File: src/rtl/bsg_locking_packet_mux_pkg.sv
// bsg_locking_packet_mux_pkg: state encoding shared by the locking packet mux
package bsg_locking_packet_mux_pkg;
  typedef enum logic {IDLE, LOCKED} state_e;
endpackage

File: src/rtl/bsg_arb_fixed.sv
// bsg_arb_fixed: fixed-priority one-hot grant, direction chosen by lo_to_hi_p
module bsg_arb_fixed #(
  parameter int inputs_p = 2,
  parameter int lo_to_hi_p = 0
) (
  input  logic                ready_i,
  input  logic [inputs_p-1:0] reqs_i,
  output logic [inputs_p-1:0] grants_o
);
  logic [inputs_p-1:0] req_s, gnt_s;
  for (genvar i = 0; i < inputs_p; i++) begin : g_rev
    assign req_s[i] = reqs_i[lo_to_hi_p ? i : inputs_p-1-i];
    assign grants_o[lo_to_hi_p ? i : inputs_p-1-i] = gnt_s[i];
  end
  assign gnt_s = req_s & (~req_s + inputs_p'(1)) & {inputs_p{ready_i}};
endmodule

File: src/rtl/bsg_encode_one_hot.sv
// bsg_encode_one_hot: one-hot vector to binary index plus any-valid
module bsg_encode_one_hot #(
  parameter int width_p = 2,
  parameter int lg_width_p = width_p == 1 ? 1 : $clog2(width_p)
) (
  input  logic [width_p-1:0]    i,
  output logic [lg_width_p-1:0] addr_o,
  output logic                  v_o
);
  always_comb begin
    addr_o = '0;
    for (int k = 0; k < width_p; k++)
      addr_o = addr_o | (i[k] ? lg_width_p'(k) : '0);
  end
  assign v_o = |i;
endmodule

File: src/rtl/bsg_mux_one_hot.sv
// bsg_mux_one_hot: AND-OR word mux driven by a one-hot select
module bsg_mux_one_hot #(
  parameter int width_p = 8,
  parameter int els_p = 2
) (
  input  logic [els_p-1:0][width_p-1:0] data_i,
  input  logic [els_p-1:0]              sel_one_hot_i,
  output logic [width_p-1:0]            data_o
);
  always_comb begin
    data_o = '0;
    for (int k = 0; k < els_p; k++)
      data_o = data_o | (data_i[k] & {width_p{sel_one_hot_i[k]}});
  end
endmodule

File: src/rtl/bsg_locking_packet_mux.sv
// bsg_locking_packet_mux: fixed-priority packet mux that locks onto a source until its length-counted tail transfers
module bsg_locking_packet_mux
  import bsg_locking_packet_mux_pkg::*;
#(
  parameter int inputs_p = 2,
  parameter int width_p = 8,
  parameter int len_width_p = 4,
  parameter int lo_to_hi_p = 0,
  localparam int sel_w_lp = inputs_p == 1 ? 1 : $clog2(inputs_p)
) (
  input  logic                              clk_i,
  input  logic                              reset_i,
  input  logic [inputs_p-1:0]               v_i,
  input  logic [inputs_p-1:0][width_p-1:0]  data_i,
  output logic [inputs_p-1:0]               yumi_o,
  output logic                              v_o,
  output logic [width_p-1:0]                data_o,
  input  logic                              ready_i,
  output logic                              locked_o,
  output logic [sel_w_lp-1:0]               sel_id_o
);
  state_e state_r, state_n;
  logic [sel_w_lp-1:0] sel_r, sel_n, pick_id;
  logic [len_width_p-1:0] cnt_r, cnt_n, hdr_len;
  logic [inputs_p-1:0] grants, sel_oh;
  logic pick_v, locked, xfer;
  bsg_arb_fixed #(.inputs_p(inputs_p), .lo_to_hi_p(lo_to_hi_p)) arb (
    .ready_i(1'b1),
    .reqs_i(v_i),
    .grants_o(grants)
  );
  bsg_encode_one_hot #(.width_p(inputs_p), .lg_width_p(sel_w_lp)) enc (
    .i(grants),
    .addr_o(pick_id),
    .v_o(pick_v)
  );
  bsg_mux_one_hot #(.width_p(width_p), .els_p(inputs_p)) mux (
    .data_i(data_i),
    .sel_one_hot_i(sel_oh),
    .data_o(data_o)
  );
  assign hdr_len = data_o[len_width_p-1:0];
  always_ff @(posedge clk_i)
    if (reset_i) begin
      state_r <= IDLE;
      sel_r <= '0;
      cnt_r <= '0;
    end else begin
      state_r <= state_n;
      sel_r <= sel_n;
      cnt_r <= cnt_n;
    end
  always_comb begin
    state_n = ~xfer ? state_r : state_r == IDLE ? (hdr_len != '0 ? LOCKED : IDLE) : (cnt_r == len_width_p'(1) ? IDLE : LOCKED);
    sel_n = xfer & (state_r == IDLE) ? pick_id : sel_r;
    cnt_n = ~xfer ? cnt_r : state_r == IDLE ? hdr_len : cnt_r - len_width_p'(1);
  end
  always_comb begin
    locked = state_r == LOCKED;
    sel_id_o = locked ? sel_r : pick_id;
    sel_oh = locked ? inputs_p'(1) << sel_r : grants;
    v_o = ~reset_i & (locked ? |(v_i & sel_oh) : pick_v);
    locked_o = ~reset_i & locked;
    xfer = v_o & ready_i;
    yumi_o = sel_oh & {inputs_p{xfer}};
  end
endmodule
File: config.mk
export PLATFORM = sky130hd
export DESIGN_NAME = bsg_locking_packet_mux
export DESIGN_NICKNAME = d
export VERILOG_FILES = /design/src/rtl/bsg_locking_packet_mux_pkg.sv /design/src/rtl/bsg_arb_fixed.sv /design/src/rtl/bsg_encode_one_hot.sv /design/src/rtl/bsg_mux_one_hot.sv /design/src/rtl/bsg_locking_packet_mux.sv
export SDC_FILE = /design/constraint.sdc
export NUM_CORES = 1
export LEC_CHECK = 0
export ABC_CLOCK_PERIOD_IN_PS = 1300
export BUFFER_PORTS_ARGS = -buffer_cell sky130_fd_sc_hd__buf_2
export CAP_MARGIN = 20
export CORE_UTILIZATION = 40
export CTS_CLUSTER_DIAMETER = 60
export DETAILED_ROUTE_END_ITERATION = 10
export PLACE_DENSITY = 0.74
export SYNTH_ARGS = -nofsm -noshare
export SYNTH_HDL_FRONTEND = slang
export SYNTH_SLANG_ARGS = --single-unit
File: constraint.sdc
create_clock -name clk_i -period 1.3 [get_ports clk_i]
set_input_delay 0 -clock clk_i [delete_from_list [all_inputs] [get_ports clk_i]]
set_output_delay 0 -clock clk_i [all_outputs]
set_load 0.005 [all_outputs]
Yosys cells after proc, flatten, opt, wreduce, memory -nomap -nowiden --
Cells that the tools add are included.
Word-level totals: memory bits (read-only) 0, memory bits (writable) 0, register bits 6, bits of input ports 21, output and inout bits 13, bits in latches 0, memories kept 0
Cells by class: add/sub/neg operators 2, multipliers 0, div/mod/pow operators 0, bitwise operators 13, reduce and logical (&&, ||, !) cells 3, shift operators 1, order comparisons 0, mux-type cells 8, equality and inequality tests 1
Operators with widths (count):
- 8-bit bitwise AND | 2
- 8-bit bitwise OR | 1
- 2-bit bitwise AND | 3
- 1-bit 2-to-1 mux | 6
- 1-bit bitwise AND | 4
- 4-bit by 1-bit == test with 1-bit output, second input constant | 1
- 4-bit 2-to-1 mux | 1
- 4-bit nonzero test | 1
- 2-bit OR reduction | 2
- 4-bit by 1-bit subtractor with 4-bit output, second input constant | 1
- 2-bit by 1-bit adder with 2-bit output, second input constant | 1
- 2-bit 2-to-1 mux | 1
- 1-bit NOT | 2
- 2-bit NOT | 1
- 1-bit by 1-bit << shifter with 2-bit output, first input constant | 1

Longest topological paths before layout --
depth after elaboration 10, gate-level depth with buffers 6, gate-level depth less buffers 6

By module --
From an unflattened synthesis, not the netlist that was laid out.
Second synthesis, totals: cell total of the unflattened synthesis 71, area total of the unflattened synthesis 601.8 µm²
Modules (own cells, without submodules):
- bsg_locking_packet_mux | area each 479.2 µm², seq. area each 120.1 µm², cells an instance 57, instances 1
- bsg_mux_one_hot | area each 92.6 µm², seq. area each 0.0 µm², cells an instance 10, instances 1
- bsg_arb_fixed | area each 16.3 µm², seq. area each 0.0 µm², cells an instance 2, instances 1
- bsg_encode_one_hot | area each 13.8 µm², seq. area each 0.0 µm², cells an instance 2, instances 1

Worst setup path before layout --
OpenSTA, ideal clock, no wires.
kind flip-flop to flip-flop, start register state_r (netlist: locked), end register state_r (netlist: locked), cell stages (with the launch flop) 6, library setup time 0.131 ns, setup slack 0.022 ns, clock period less this slack 1.278 ns, data arrival time 1.147 ns, cell sequence dfxtp_1 -> buf_4 -> nor2_1 -> a32o_1 -> nor4_1 -> o31ai_1
On the way: word-level cells in the longest chain between the ends 6, elaborated cells between the ends (all ways) 12
RTL lines:
- from (decl) | line bsg_locking_packet_mux.sv:22 | state_e state_r, state_n;
- from (signal assigned) | line bsg_locking_packet_mux.sv:49 | state_r <= state_n;
- 2-bit 2-to-1 mux | line bsg_locking_packet_mux.sv:61 | sel_oh = locked ? inputs_p'(1) << sel_r : grants;
- 8-bit bitwise AND or 2-bit bitwise AND (tied branches) | line bsg_mux_one_hot.sv:13, bsg_locking_packet_mux.sv:62
- 8-bit bitwise OR or 2-bit OR reduction (tied branches) | line bsg_mux_one_hot.sv:13, bsg_locking_packet_mux.sv:62
- 4-bit nonzero test or 1-bit 2-to-1 mux (tied branches) | line bsg_locking_packet_mux.sv:54, bsg_locking_packet_mux.sv:62
- 1-bit 2-to-1 mux or 1-bit bitwise AND (tied branches) | line bsg_locking_packet_mux.sv:54, bsg_locking_packet_mux.sv:62
- 1-bit 2-to-1 mux or 1-bit bitwise AND (tied branches) | line bsg_locking_packet_mux.sv:54, bsg_locking_packet_mux.sv:64
Parallel ways exist; a longest one is shown, timed or not. A chain may end at the register's enable or synchronous reset.

Worst setup path in the final report --
start register state_r (netlist: locked), end output yumi_o[0]
On the way: word-level cells in the longest chain between the ends 7
RTL lines:
- 2-bit 2-to-1 mux | line bsg_locking_packet_mux.sv:61
- 2-bit bitwise AND | line bsg_locking_packet_mux.sv:62 | v_o = ~reset_i & (locked ? |(v_i & sel_oh) : pick_v);
- 2-bit OR reduction | line bsg_locking_packet_mux.sv:62
- 1-bit 2-to-1 mux | line bsg_locking_packet_mux.sv:62
- 1-bit bitwise AND | line bsg_locking_packet_mux.sv:62
- 1-bit bitwise AND | line bsg_locking_packet_mux.sv:64 | xfer = v_o & ready_i;
- 2-bit bitwise AND (*) | line bsg_locking_packet_mux.sv:65 | yumi_o = sel_oh & {inputs_p{xfer}};
- to (decl) | line bsg_locking_packet_mux.sv:15 | output logic [inputs_p-1:0] yumi_o,
Every way passes the cells marked *; elsewhere a longest branch is shown, timed or not.

==> metrics.cfg <==
[placed_design]
dp_cells = 147
dp_hpwl_um = 1570
port-buffer-count = 33
finalWeightedCongestion = 0.799

[sta]
worstMarginPinSlew_ns = 0.357
tns_ns = -1.90
period_share_pct = 118
finalClockSkew_ns = 0.0101
setup_viol = 13
maxSlewHeadroom_pct = 76.2
fmax_mhz = 653
grt_setup_unrepaired = true
worst_slack_ns = -0.231
period_needed_ns = 1.53
slew_violations = 0
hold_viol = 0

[synthesis]
synth.yosys.seq_area_share_pct = 17.2
avgSynthCellArea_um2 = 7.93
synth-seq-cells = 6
yosysUniqueCellTypes = 34
syn-num-nets = 111
yosys_warnings = 0
synth_area_um2 = 698
synthCells = 88

[detailed_routing]
finalWirelength_um = 2760
vias_per_cell = 5.82
drc = 3
drt-initial-drc-count = 41
postRouteAntennaNets = 0
num_vias = 948
drtPass1Iterations = 8
post_drt_wl_per_cell_um = 16.9

[grt]
gr-total-overflow = 0
grt_pass1_wl_um = 3790
first_global_vias = 838
grt_antenna_before_repair = 0
grt_max_degree = 11
grt_usage_pct = 27.0

[outcome]
outcome = complete, but fails checks
violations = design-rule violations, negative setup slack

[clock_network]
cts_tree = done
clkSinkCount = 6
clkTransAtPathRegs_ns = 0.06
htree_levels = 1
insertion_delay_ns = 0.25
clockRootBuffer = clkbuf_4
cts_buffers = 3
clock_path_buffers = 2

[floorplanning]
dieArea_mm2 = 0.00192
num_rows = 14
dieWidth_um = 43.8
coreArea_mm2 = 0.00158
die_y_um = 43.8
io_pins = 34
floorplan.initialDensity_pct = 44.3

[setup_path]
path_max_fanout = 5
arrival_ns = 1.53
crit_path_end_kind = output port
cpPeakStageDelay_ns = 0.41
crit_type = flop to output port
startpoint_type = flop
crit_required_ns = 1.30
worstPathCellList = or3b_4 -> o2111ai_4 -> buf_12 -> buf_6 -> nor2_2 -> buf_2
critPathSlowestCell = or3b_4

[finish]
final_cell_mix = buf_2, buf_4, mux2i_1
multi_input_area_um2 = 596
final_common_cell = buf_2
area.growth.synth_to_final_pct = 74.9
seq_area_um2 = 125
drive_gt1_share_pct = 59.9
final_cells = 163
nNetsFinal = 172
antenna_cells = 0
fillerInstances = 109

[pwr]
power.leakage_nw = 0.568
power_density_mw_per_mm2 = 865
ir_drop_uv = 587

[min_path]
hold_path.class = primary input to flop

[run]
maxCapViolCount = 0

metal layers:
layer,GRT usage (%),part of all wire [%]
met1,32.6,38
met2,45.1,53
met3,6.67,6.5
met4,11.9,2.9
met5,0,0
area by class of cell:
cell class                 count  area share (%)
sequential                     6            10.2
multi-input combinational     70            48.8
timing repair buffer          63            36.0
clock buffer                   3            1.84
inverter                       5            1.54
tap                           16            1.64
state kept, by name, summed over array words and instances, names as in the netlist:
register  count
sel_r         1
locked        1
cnt_r         4
worst paths after layout:
check,from,to,slack (ns),cells after the start
hold / removal,reset_i,cnt_r[3],0.02,2
setup / recovery,locked,yumi_o[0],-0.23,6
setup reg to reg,locked,cnt_r[3],-0.23,6
hold reg to reg,cnt_r[1],cnt_r[1],0.52,2
synthesized netlist by cell type:
cell type	number	share of area, %
a211oi_1	2	2.1
a21boi_2	1	1.6
a21o_1	3	3.2
a21oi_1	9	6.5
a21oi_2	1	1.3
a221oi_1	2	2.5
a22oi_1	2	2.1
a31oi_1	1	0.90
a32o_1	2	2.9
buf_2	1	0.72
buf_4	2	2.1
buf_6	3	4.8
clkbuf_1	1	0.54
dfxtp_1	6	17
ha_1	2	3.6
inv_1	5	2.7
mux2_2	2	3.2
mux2i_1	8	11
nand2_1	4	2.1
nand3_1	2	1.4
nand3b_1	2	2.1
nor2_1	6	3.2
nor2b_1	6	5.4
nor3_1	1	0.72
nor4_1	1	0.90
o2111ai_2	1	2.1
o211a_1	1	1.4
o21ai_0	4	2.9
o21ai_2	1	1.3
o21bai_1	1	1.1
o31ai_1	1	1.1
o32ai_1	1	1.3
or3_1	1	0.90
or3b_1	2	2.5
power by group:
group | switching, mW | internal [mW]
logic | 0.299 | 0.337
clock network | 0.0824 | 0.106
registers | 0.0252 | 0.207
total | 0.406 | 0.650
critical path: cells and delay by family, from the launching register on:
family	cells	cell delay [ns]
AO/OA/AOI/OAI	1	0.10
AND/OR/NAND/NOR	2	0.44
flip-flops	1	0.38
buffers and inverters	3	0.36
metrics by stage:
| step | setup slack [ns] | hold slack, ns | util (%) | area (um^2) | power (mW) |
|---|---|---|---|---|---|
| floorplan | 0.0220 | 0.0356 | - | 698 | 0.488 |
| global placement | -0.114 | 0.226 | 61.3 | 966 | 0.665 |
| detailed placement | -0.157 | 0.232 | 61.3 | 966 | 0.679 |
| CTS | -0.189 | 0.00404 | 69.6 | 1100 | 0.925 |
| global route | -0.293 | 0.0427 | 77.5 | 1220 | 1.12 |
| finish | -0.231 | 0.0217 | 77.5 | 1220 | 1.06 |
what timing repair did:
action	4_1_cts	5_1_grt
cloned	0	0
hold endpoints to repair	2	0
hold buffers	1	0
gates resized for setup	16	16
pin swaps	3	4
setup endpoints to repair	14	18
setup buffers	6	6
kinds of logic after synthesis:
logic type / Yosys count / share of synthesized area [%]
AOI/OAI and AO/OA: 33 / 34.2
adders and majority gates: 2 / 3.58
buffers and inverters: 12 / 10.9
DFF: 6 / 17.2
muxes: 10 / 14.7
and+or+nand+nor: 25 / 19.4
Note: power is estimated with default switching activity, not from simulation.
